--- src/rtl/unary_psum_collector_if.sv ---
// Bus bundle between the unary product stream / partial-sum source and the collector.
// The slave side is the collector; the master side drives window control and the stream.
interface unary_psum_collector_if #(
  parameter int ACCW = 16
);
  logic            init;
  logic            clr;
  logic            i_sign;
  logic [ACCW-1:0] i_psum;
  logic            i_bit_d;
  logic            i_bit;
  logic            i_ready;
  logic [ACCW-1:0] o_psum;
  logic            o_valid;
  logic            o_busy;
  logic            o_sat;
  logic            o_err;

  modport master (
    output init, clr, i_sign, i_psum, i_bit_d, i_bit, i_ready,
    input  o_psum, o_valid, o_busy, o_sat, o_err
  );

  modport slave (
    input  init, clr, i_sign, i_psum, i_bit_d, i_bit, i_ready,
    output o_psum, o_valid, o_busy, o_sat, o_err
  );
endinterface

--- src/rtl/unary_psum_collector.sv ---
// Converts one window of unary product bits back to binary, applies the window sign and
// accumulates into a signed partial sum with saturation; result leaves on valid/ready.
module unary_psum_collector #(
  parameter int WIDTH = 8,
  parameter int ACCW  = 16
) (
  input logic                    clk,
  input logic                    rst,
  unary_psum_collector_if.slave  bus
);

  typedef enum logic [1:0] {
    IDLE = 2'd0,
    RUN  = 2'd1,
    DONE = 2'd2
  } state_t;

  localparam int CW = WIDTH - 1;
  localparam logic [CW-1:0]   LEN_MAX  = {CW{1'b1}};
  localparam logic [CW-1:0]   CNT_ONE  = {{(CW-1){1'b0}}, 1'b1};
  localparam logic [ACCW-1:0] PSUM_MAX = {1'b0, {(ACCW-1){1'b1}}};
  localparam logic [ACCW-1:0] PSUM_MIN = {1'b1, {(ACCW-1){1'b0}}};

  state_t          r_state, w_state;
  logic            r_sign, w_sign;
  logic [ACCW-1:0] r_psum, w_psum;
  logic [CW-1:0]   r_ones, w_ones;
  logic [CW-1:0]   r_len, w_len;
  logic [ACCW-1:0] r_out, w_out;
  logic            r_sat, w_sat;
  logic            r_err, w_err;

  logic            w_end;
  logic            w_start;
  logic [ACCW:0]   w_psum_ext;
  logic [ACCW:0]   w_ones_ext;
  logic [ACCW:0]   w_sum;
  logic            w_ovf;
  logic [ACCW-1:0] w_clamped;

  // A full-length stream forces the window closed so the counters never wrap.
  assign w_end   = !bus.i_bit_d || (r_len == LEN_MAX);
  assign w_start = bus.init && ((r_state == IDLE) || ((r_state == DONE) && bus.i_ready));

  // One guard bit above ACCW; overflow shows up as the top two bits disagreeing.
  assign w_psum_ext = {r_psum[ACCW-1], r_psum};
  assign w_ones_ext = {{(ACCW+1-CW){1'b0}}, r_ones};
  assign w_sum      = r_sign ? (w_psum_ext - w_ones_ext) : (w_psum_ext + w_ones_ext);
  assign w_ovf      = w_sum[ACCW] ^ w_sum[ACCW-1];
  assign w_clamped  = !w_ovf ? w_sum[ACCW-1:0] : (w_sum[ACCW] ? PSUM_MIN : PSUM_MAX);

  always_comb begin
    // NOTE: every variable gets its hold value first so no path leaves it unassigned (no latch).
    w_state = r_state;
    w_sign  = r_sign;
    w_psum  = r_psum;
    w_ones  = r_ones;
    w_len   = r_len;
    w_out   = r_out;
    w_sat   = r_sat;
    w_err   = r_err;

    case (r_state)
      IDLE: ;
      RUN: begin
        if (w_end) begin
          w_state = DONE;
          w_out   = w_clamped;
          w_sat   = w_ovf;
          w_err   = bus.i_bit_d;
        end else begin
          w_len  = r_len + CNT_ONE;
          w_ones = r_ones + {{(CW-1){1'b0}}, bus.i_bit};
        end
      end
      DONE: begin
        if (bus.i_ready) w_state = IDLE;
      end
      default: w_state = IDLE;
    endcase

    if (w_start) begin
      w_state = RUN;
      w_sign  = bus.i_sign;
      w_psum  = bus.i_psum;
      w_ones  = '0;
      w_len   = '0;
    end

    if (bus.clr) begin
      w_state = IDLE;
      w_ones  = '0;
      w_len   = '0;
    end
  end

  always_ff @(posedge clk) begin
    // NOTE: non-blocking assignments so every register samples pre-edge values together.
    if (rst) begin
      r_state <= IDLE;
      r_sign  <= 1'b0;
      r_psum  <= '0;
      r_ones  <= '0;
      r_len   <= '0;
      r_out   <= '0;
      r_sat   <= 1'b0;
      r_err   <= 1'b0;
    end else begin
      r_state <= w_state;
      r_sign  <= w_sign;
      r_psum  <= w_psum;
      r_ones  <= w_ones;
      r_len   <= w_len;
      r_out   <= w_out;
      r_sat   <= w_sat;
      r_err   <= w_err;
    end
  end

  assign bus.o_psum  = r_out;
  assign bus.o_valid = (r_state == DONE);
  assign bus.o_busy  = (r_state != IDLE);
  assign bus.o_sat   = r_sat;
  assign bus.o_err   = r_err;

endmodule

--- src/flat_wrapper.sv ---
// flat-port wrapper written by rule: the top's interface ports become plain ports
module unary_psum_collector_flat 
#(
  parameter int WIDTH = 8,
  parameter int ACCW  = 16
)
  (clk, rst, bus_init, bus_clr, bus_i_sign, bus_i_psum, bus_i_bit_d, bus_i_bit, bus_i_ready, bus_o_psum, bus_o_valid, bus_o_busy, bus_o_sat, bus_o_err);
  unary_psum_collector_if #(.ACCW(ACCW)) bus_i ();
  input logic clk;
  input logic rst;
  input wire logic [$bits(bus_i.init)-1:0] bus_init;
  input wire logic [$bits(bus_i.clr)-1:0] bus_clr;
  input wire logic [$bits(bus_i.i_sign)-1:0] bus_i_sign;
  input wire logic [$bits(bus_i.i_psum)-1:0] bus_i_psum;
  input wire logic [$bits(bus_i.i_bit_d)-1:0] bus_i_bit_d;
  input wire logic [$bits(bus_i.i_bit)-1:0] bus_i_bit;
  input wire logic [$bits(bus_i.i_ready)-1:0] bus_i_ready;
  output wire logic [$bits(bus_i.o_psum)-1:0] bus_o_psum;
  output wire logic [$bits(bus_i.o_valid)-1:0] bus_o_valid;
  output wire logic [$bits(bus_i.o_busy)-1:0] bus_o_busy;
  output wire logic [$bits(bus_i.o_sat)-1:0] bus_o_sat;
  output wire logic [$bits(bus_i.o_err)-1:0] bus_o_err;
  assign bus_i.init = bus_init;
  assign bus_i.clr = bus_clr;
  assign bus_i.i_sign = bus_i_sign;
  assign bus_i.i_psum = bus_i_psum;
  assign bus_i.i_bit_d = bus_i_bit_d;
  assign bus_i.i_bit = bus_i_bit;
  assign bus_i.i_ready = bus_i_ready;
  assign bus_o_psum = bus_i.o_psum;
  assign bus_o_valid = bus_i.o_valid;
  assign bus_o_busy = bus_i.o_busy;
  assign bus_o_sat = bus_i.o_sat;
  assign bus_o_err = bus_i.o_err;
  unary_psum_collector #(.WIDTH(WIDTH), .ACCW(ACCW)) u_core (.clk(clk), .rst(rst), .bus(bus_i));
endmodule
--- config.mk ---
export PLATFORM = sky130hd
export DESIGN_NAME = unary_psum_collector_flat
export DESIGN_NICKNAME = d
export VERILOG_FILES = /design/src/rtl/unary_psum_collector_if.sv /design/src/rtl/unary_psum_collector.sv /design/src/flat_wrapper.sv
export SDC_FILE = /design/constraint.sdc
export NUM_CORES = 1
export LEC_CHECK = 0
export BUFFER_PORTS_ARGS = -buffer_cell sky130_fd_sc_hd__buf_2
export CORE_ASPECT_RATIO = 1.25
export CORE_MARGIN = 2
export CORE_UTILIZATION = 35
export CTS_CLUSTER_DIAMETER = 120
export CTS_CLUSTER_SIZE = 8
export DETAILED_ROUTE_END_ITERATION = 8
export HOLD_SLACK_MARGIN = 0.02
export SLEW_MARGIN = 20
export SYNTH_ARGS = -nofsm -noshare
export SYNTH_HDL_FRONTEND = slang
export SYNTH_SLANG_ARGS = --single-unit
--- constraint.sdc ---
create_clock -name clk -period 5.3 [get_ports clk]
set_input_delay 1.06 -clock clk [delete_from_list [all_inputs] [get_ports clk]]
set_output_delay 1.06 -clock clk [all_outputs]
set_load 0.01 [all_outputs]
Yosys cells after proc, flatten, opt, wreduce, memory -nomap -nowiden
Cells that the tools add are included.
{ "word_totals": {"word_cells": 44, "in_bits": 24, "register_bits": 51, "output_inout_bits": 20} }
{ "op_classes": {"addsub": 4, "n_reduce_logical": 13, "eq_ne": 8, "bitwise": 3, "n_mux": 7} }
{ "ops": {"columns": ["cell", "n"], "rows": [
  ["16-bit two-way mux", 2],
  ["16-bit by 8-bit adder with 17-bit output", 1],
  ["17-bit two-way mux", 1],
  ["16-bit by 8-bit subtractor with 17-bit output", 1],
  ["7-bit by 1-bit adder with 7-bit output", 1],
  ["7-bit by 1-bit adder with 7-bit output (second input constant)", 1],
  ["7-bit equality test (second input constant)", 1],
  ["2-bit one-hot mux with 3 select lines", 1],
  ["3-bit AND reduction", 2],
  ["2-bit two-way mux", 2],
  ["2-bit by 1-bit inequality test with 1-bit output (second input constant)", 2],
  ["2-bit AND reduction", 2],
  ["3-bit by 1-bit inequality test with 1-bit output (second input constant)", 1],
  ["3-bit by 2-bit inequality test with 1-bit output (second input constant)", 1],
  ["3-bit OR reduction", 1],
  ["2-bit by 1-bit equality test with 1-bit output (second input constant)", 1],
  ["2-bit equality test (second input constant)", 1],
  ["1-bit logical AND", 2],
  ["2-bit zero test", 1],
  ["1-bit logical OR", 2],
  ["2-bit inequality test (second input constant)", 1],
  ["1-bit inverter", 2],
  ["2-bit nonzero test", 1],
  ["2-bit OR reduction", 1],
  ["3 further kinds", 3]
]} }

Logic depth before layout (Yosys ltp)
{ "logic_depth": {"ltp_word": 6, "depth_mapped": 16, "depth_no_buf": 15} }

Least setup slack after synthesis
OpenSTA, ideal clock, no wires.
{ "synth_path": {"kind": "register to register", "from": "register u_core.r_ones[0]", "to": "register u_core.r_out[10], in the netlist u_core.bus.o_psum[10]", "arrival_ns": 3.218, "synth_period_minus_slack_ns": 3.361, "path_buffers": 1, "setup_time_ns": 0.143, "t_required_ns": 5.157, "path_stages_with_launch": 16, "setup_slack_ns": 1.939, "cell_sequence": "dfxtp_1 -> inv_1 -> ha_1 -> nand2_1 -> nor3_1 -> ha_1 -> mux2i_1 -> ha_1 -> a211o_1 -> o31ai_1 -> nor2_1 -> a21oi_1 -> xor2_1 -> buf_2 -> maj3_2 -> a211oi_2"} }
{ "synth_between": {"elab_chain_cells": 4, "word_cells_on_any_way": 6, "classes_between": "2 x add/sub; 3 x mux; 1 x bitwise"} }
{ "synth_rtl": {"columns": ["item", "line", "text"], "rows": [
  ["from (decl)", "unary_psum_collector.sv:27", "logic [CW-1:0] r_ones, w_ones;"],
  ["from (signal assigned)", "unary_psum_collector.sv:112", "r_ones <= w_ones;"],
  ["16-bit by 8-bit adder with 17-bit output or 16-bit by 8-bit subtractor with 17-bit output (tied branches)", "unary_psum_collector.sv:48", "assign w_sum = r_sign ? (w_psum_ext - w_ones_ext) : (w_psum_ext + w_ones_ext);"],
  ["17-bit two-way mux (*)", "unary_psum_collector.sv:48", null],
  ["16-bit two-way mux or 1-bit XOR (tied branches)", "unary_psum_collector.sv:50, unary_psum_collector.sv:49", null],
  ["16-bit two-way mux (*)", "unary_psum_collector.sv:50", "assign w_clamped = !w_ovf ? w_sum[ACCW-1:0] : (w_sum[ACCW] ? PSUM_MIN : PSUM_MAX);"],
  ["to (signal assigned)", "unary_psum_collector.sv:114", "r_out <= w_out;"],
  ["to (decl)", "unary_psum_collector.sv:29", "logic [ACCW-1:0] r_out, w_out;"]
]} }
Mark *: on every way between the ends. The rest lies on a longest branch, timed or not.
A chain may end at the register's enable or synchronous reset.

Worst setup path in the final report
{ "layout_path": {"from": "register u_core.r_ones[0]", "to": "register u_core.r_out[1], in the netlist u_core.bus.o_psum[1]"} }
Same word-level chain as after synthesis.

==> flow_results.org <==
** Detailed routing
- Number of design rule violations left after detail routing :: 0
- The first detailed-routing pass took 4 iterations.
- The first routing iteration left roughly 120 violations.
- Vias :: 2456
- Final WL :: about 6.3 mm
- Final routed wire length divided by cell count :: approximately 13 um
- The count of nets left with antenna violations once routing finished came out at 0.
- Vias/cell :: ~5

** Logic synthesis
- Share of synthesized area spent on multiplexers :: 0.0723
- By area the synthesized netlist is led by dfxtp_1 34%, ha_1 8.6%, nor2_1 7.5%.
- Library cells used by synthesis :: 43
- Synth top area share :: 0.335
- Ys Warns :: 0
- Most frequently used flop master after synthesis :: dfxtp_1
- Synthesized area per cell :: roughly 9.0 um^2
- Largest area contributor in the netlist :: dfxtp_1
- Of the total synthesized cell area, the portion taken by full adders, half adders and majority gates is 0.145.
- Of the synthesized area, sequential elements account for 0.335.
- Number of register bits inferred by synthesis :: between 50 and 60
- Share of flip-flops with an asynchronous set or reset :: 0
- The commonest cells after synthesis are 61 x nor2_1, 51 x dfxtp_1, 22 x mux2i_1, 21 x ha_1, 18 x xor2_1.
- When the netlist entered floorplanning its net count stood at around 390.
- In this run the cell area of the synthesized design comes to 0.00304 mm^2.
- After synthesis, the largest family of logic cells by area is compound AO/OA/AOI/OAI gates.
- Synthesis produced around 340 cells.
- nor2_1 is the most common cell in the netlist.
- Synth Area in Simple Gates :: 0.150
- Of the total synthesized cell area, the portion taken by XOR and XNOR cells is 0.0859.
- Yosys mapped a number of flops with a built-in enable equal to 0.
- The fraction of the mapped netlist area in compound gates was 0.177.

** Global routing
- The first global-routing pass estimated roughly 11 mm of wire.
- Overflow left after global routing :: 0
- Entering global routing, the biggest net connects 38 pins.
- Via count of the first global-routing pass :: ~2.4k
- The initial antenna violation count is 0.
- For this run, the total global-route usage over all layers was measured as 0.143.

** Clock network
- Clock tree from TritonCTS :: yes
- Clock latency at the later pin of the worst-skew pair :: ~0.31 ns
- The tree built by TritonCTS fans out to 51 sinks.
- Number of clock buffers inserted by TritonCTS :: 5
- Setup Buffers After CTS :: 0
- Clk Tree Root Cell :: clkbuf_8
- Clock slew seen by the registers of the worst setup and hold paths :: ~0.11 ns
- Post-CTS Hold Buffers :: 0
- In this run, post-CTS repair resized a total of 0 instances.
- CTS built an H-tree with a depth of 2.
- Maximum clock insertion buffer count :: 2

** Worst setup path
- Type of origin of the critical path :: flip-flop
- By startpoint and endpoint, the worst setup path is classified as reg2reg.
- Required time of the critical path :: approximately 5.5 ns
- Data arrival time of the critical path :: ~4 ns
- Maximum fanout count along the critical path :: 17
- STA classifies the critical path endpoint as a flip-flop.
- For the worst flop-to-flop path, the logic depth is 15.

** Floorplanning
- Die ar. :: between 0.009 and 0.01 mm^2
- The core region is between 0.008 and 0.009 mm^2.
- 44 I/O pins were placed.
- Die extent in x :: just under 90 um
- For this configuration, the core starts out at a cell density of 0.356.
- Floorplan die height :: ~110 um
- After floorplanning, the core was divided into 38 placement rows.

** STA
- Setup repair after global routing left no endpoint under its margin.
- Final slew viol count :: 0
- For this run, the top clock speed supported by timing is 266 MHz.
- Of the available clock period, the critical path in the final layout requires 0.710.
- Normalized max-slew margin :: 0.402
- Post-Route Setup TNS :: 0 ns
- Hold timing on the final database bottoms out at a slack of 0.484 ns.
- Final setup viols :: 0
- For the pin with the worst max-slew slack, the measured transition is between 0.8 and 0.9 ns.
- For the final database, setup skew stands at about 0.013 ns.
- Min Clock Period, post-route :: between 3 and 4 ns
- Final WS setup :: between 1.5 and 2 ns
- Count of endpoints failing hold in the final timing report :: 0

** Placed design
- Input and output buffers added on the ports amount to 43.
- Half-perimeter wire length after detailed placement :: 4.85 mm
- Once placement completed, the tool counted placed cells totaling 469.
- Instance area after placement :: approximately 0.0034 mm^2
- Pre-CTS WS :: between 1.5 and 2 ns
- Placer Congestion :: 0.806

** Run status
- Result of the run :: completed

** Cells and area
- From synthesis to final layout, the design area changed by 13.2%.
- Once layout is complete, the utilization of the core stands at 0.403.
- Total Nets Final :: about 420
- Count of placed standard cells in the final layout, fillers left out :: 477
- After routing the design area is about 0.0034 mm^2.
- Of the cells placed in the final design, the portion with a size suffix greater than 1 is 0.212.
- Number of antenna repair diodes :: 0

** Run
- Max-cap violations in this run came to 0.

** Pwr
- Total power consumption of the routed design :: ~0.9 mW
- PD cells :: 262 mW/mm^2
- VDD sags by at most around 0.13 mV.
- Leakage power total :: between 1 and 1.5 nW

** Min path
- The worst hold path was traced through 2 stages.
- In this run the worst hold path is classified as reg2reg.
report_power, final:
part           switching [mW]  internal [mW]  total (mW)  leakage (nW)
sequential             0.0110          0.397       0.408         0.415
clock                   0.137         0.0947       0.231        0.0443
combinational           0.143          0.122       0.265         0.938
cells in the final DEF (no fill, tap or decap), types with 7 or more instances in the layout:
| cell type | n |
|---|---|
| nand2_1 | 10 |
| buf_2 | 43 |
| o21ai_0 | 10 |
| xor2_1 | 18 |
| a21o_1 | 9 |
| xnor2_1 | 10 |
| ha_1 | 21 |
| a21oi_1 | 17 |
| inv_1 | 9 |
| dfxtp_1 | 51 |
| maj3_2 | 8 |
| mux2i_1 | 22 |
| a211oi_1 | 10 |
| nor2_1 | 60 |
| a211oi_2 | 9 |
| maj3_1 | 7 |
kinds of logic (layout without fill, tap and decap cells):
kind of cell	Yosys count	in the layout
AND/OR/NAND/NOR	102	102
AO/OA/AOI/OAI	73	73
buffers and inverters	25	63
adder cells (fa/ha/maj)	37	37
flip-flops	51	51
XOR/XNOR	29	29
multiplexers	22	22
final timing paths:
kind	slack, ns	start	to
max	1.54	u_core.r_ones[0]$_SDFFE_PP0P_	u_core.bus.o_psum[1]$_SDFFE_PP0P_
min	0.48	u_core.r_len[6]$_SDFFE_PP0P_	u_core.r_len[6]$_SDFFE_PP0P_
max reg2reg	1.54	u_core.r_ones[0]$_SDFFE_PP0P_	u_core.bus.o_psum[1]$_SDFFE_PP0P_
min reg2reg	0.48	u_core.r_len[6]$_SDFFE_PP0P_	u_core.r_len[6]$_SDFFE_PP0P_
metal layers:
layer  vias to the layer above  global-route usage  share of wire
li1                       1260                   -              -
met1                      1155               0.178           0.46
met3                         6              0.0290          0.033
met4                         0              0.0385          0.011
met2                        35               0.250           0.50
met5                         -                   0              0
worst max-delay path, cell delays in order, from the launching register on:
cell and delay, ns:
dfxtp_1 0.39, inv_1 0.08, ha_1 0.18, nand2_1 0.07, nor3_1 0.28, ha_1 0.30
mux2i_1 0.14, ha_1 0.31, o21ai_0 0.18, nor2_1 0.10, a2111oi_2 0.34, o21bai_2 0.14
o21ai_2 0.21, xnor2_2 0.29, maj3_1 0.44, a211oi_1 0.22
state kept, by name, indices dropped and copies added, names as in the netlist:
signal	cells
u_core.r_len	7
u_core.r_state	2
u_core.r_sign	1
u_core.bus.o_psum	16
u_core.r_psum	16
u_core.bus.o_err	1
u_core.r_ones	7
u_core.bus.o_sat	1
area by class of cell:
cell class / count / area (um^2)
clock buffers: 5 / 68.8
inverters: 9 / 33.8
clock inverters: 3 / 25.0
repair buffers: 46 / 238
multi-input cells: 263 / 1940
well taps: 100 / 125
flip-flops and latches: 51 / 1020
fillers: 884 / 5110
No activity file was read; power rests on OpenSTA's default activity.
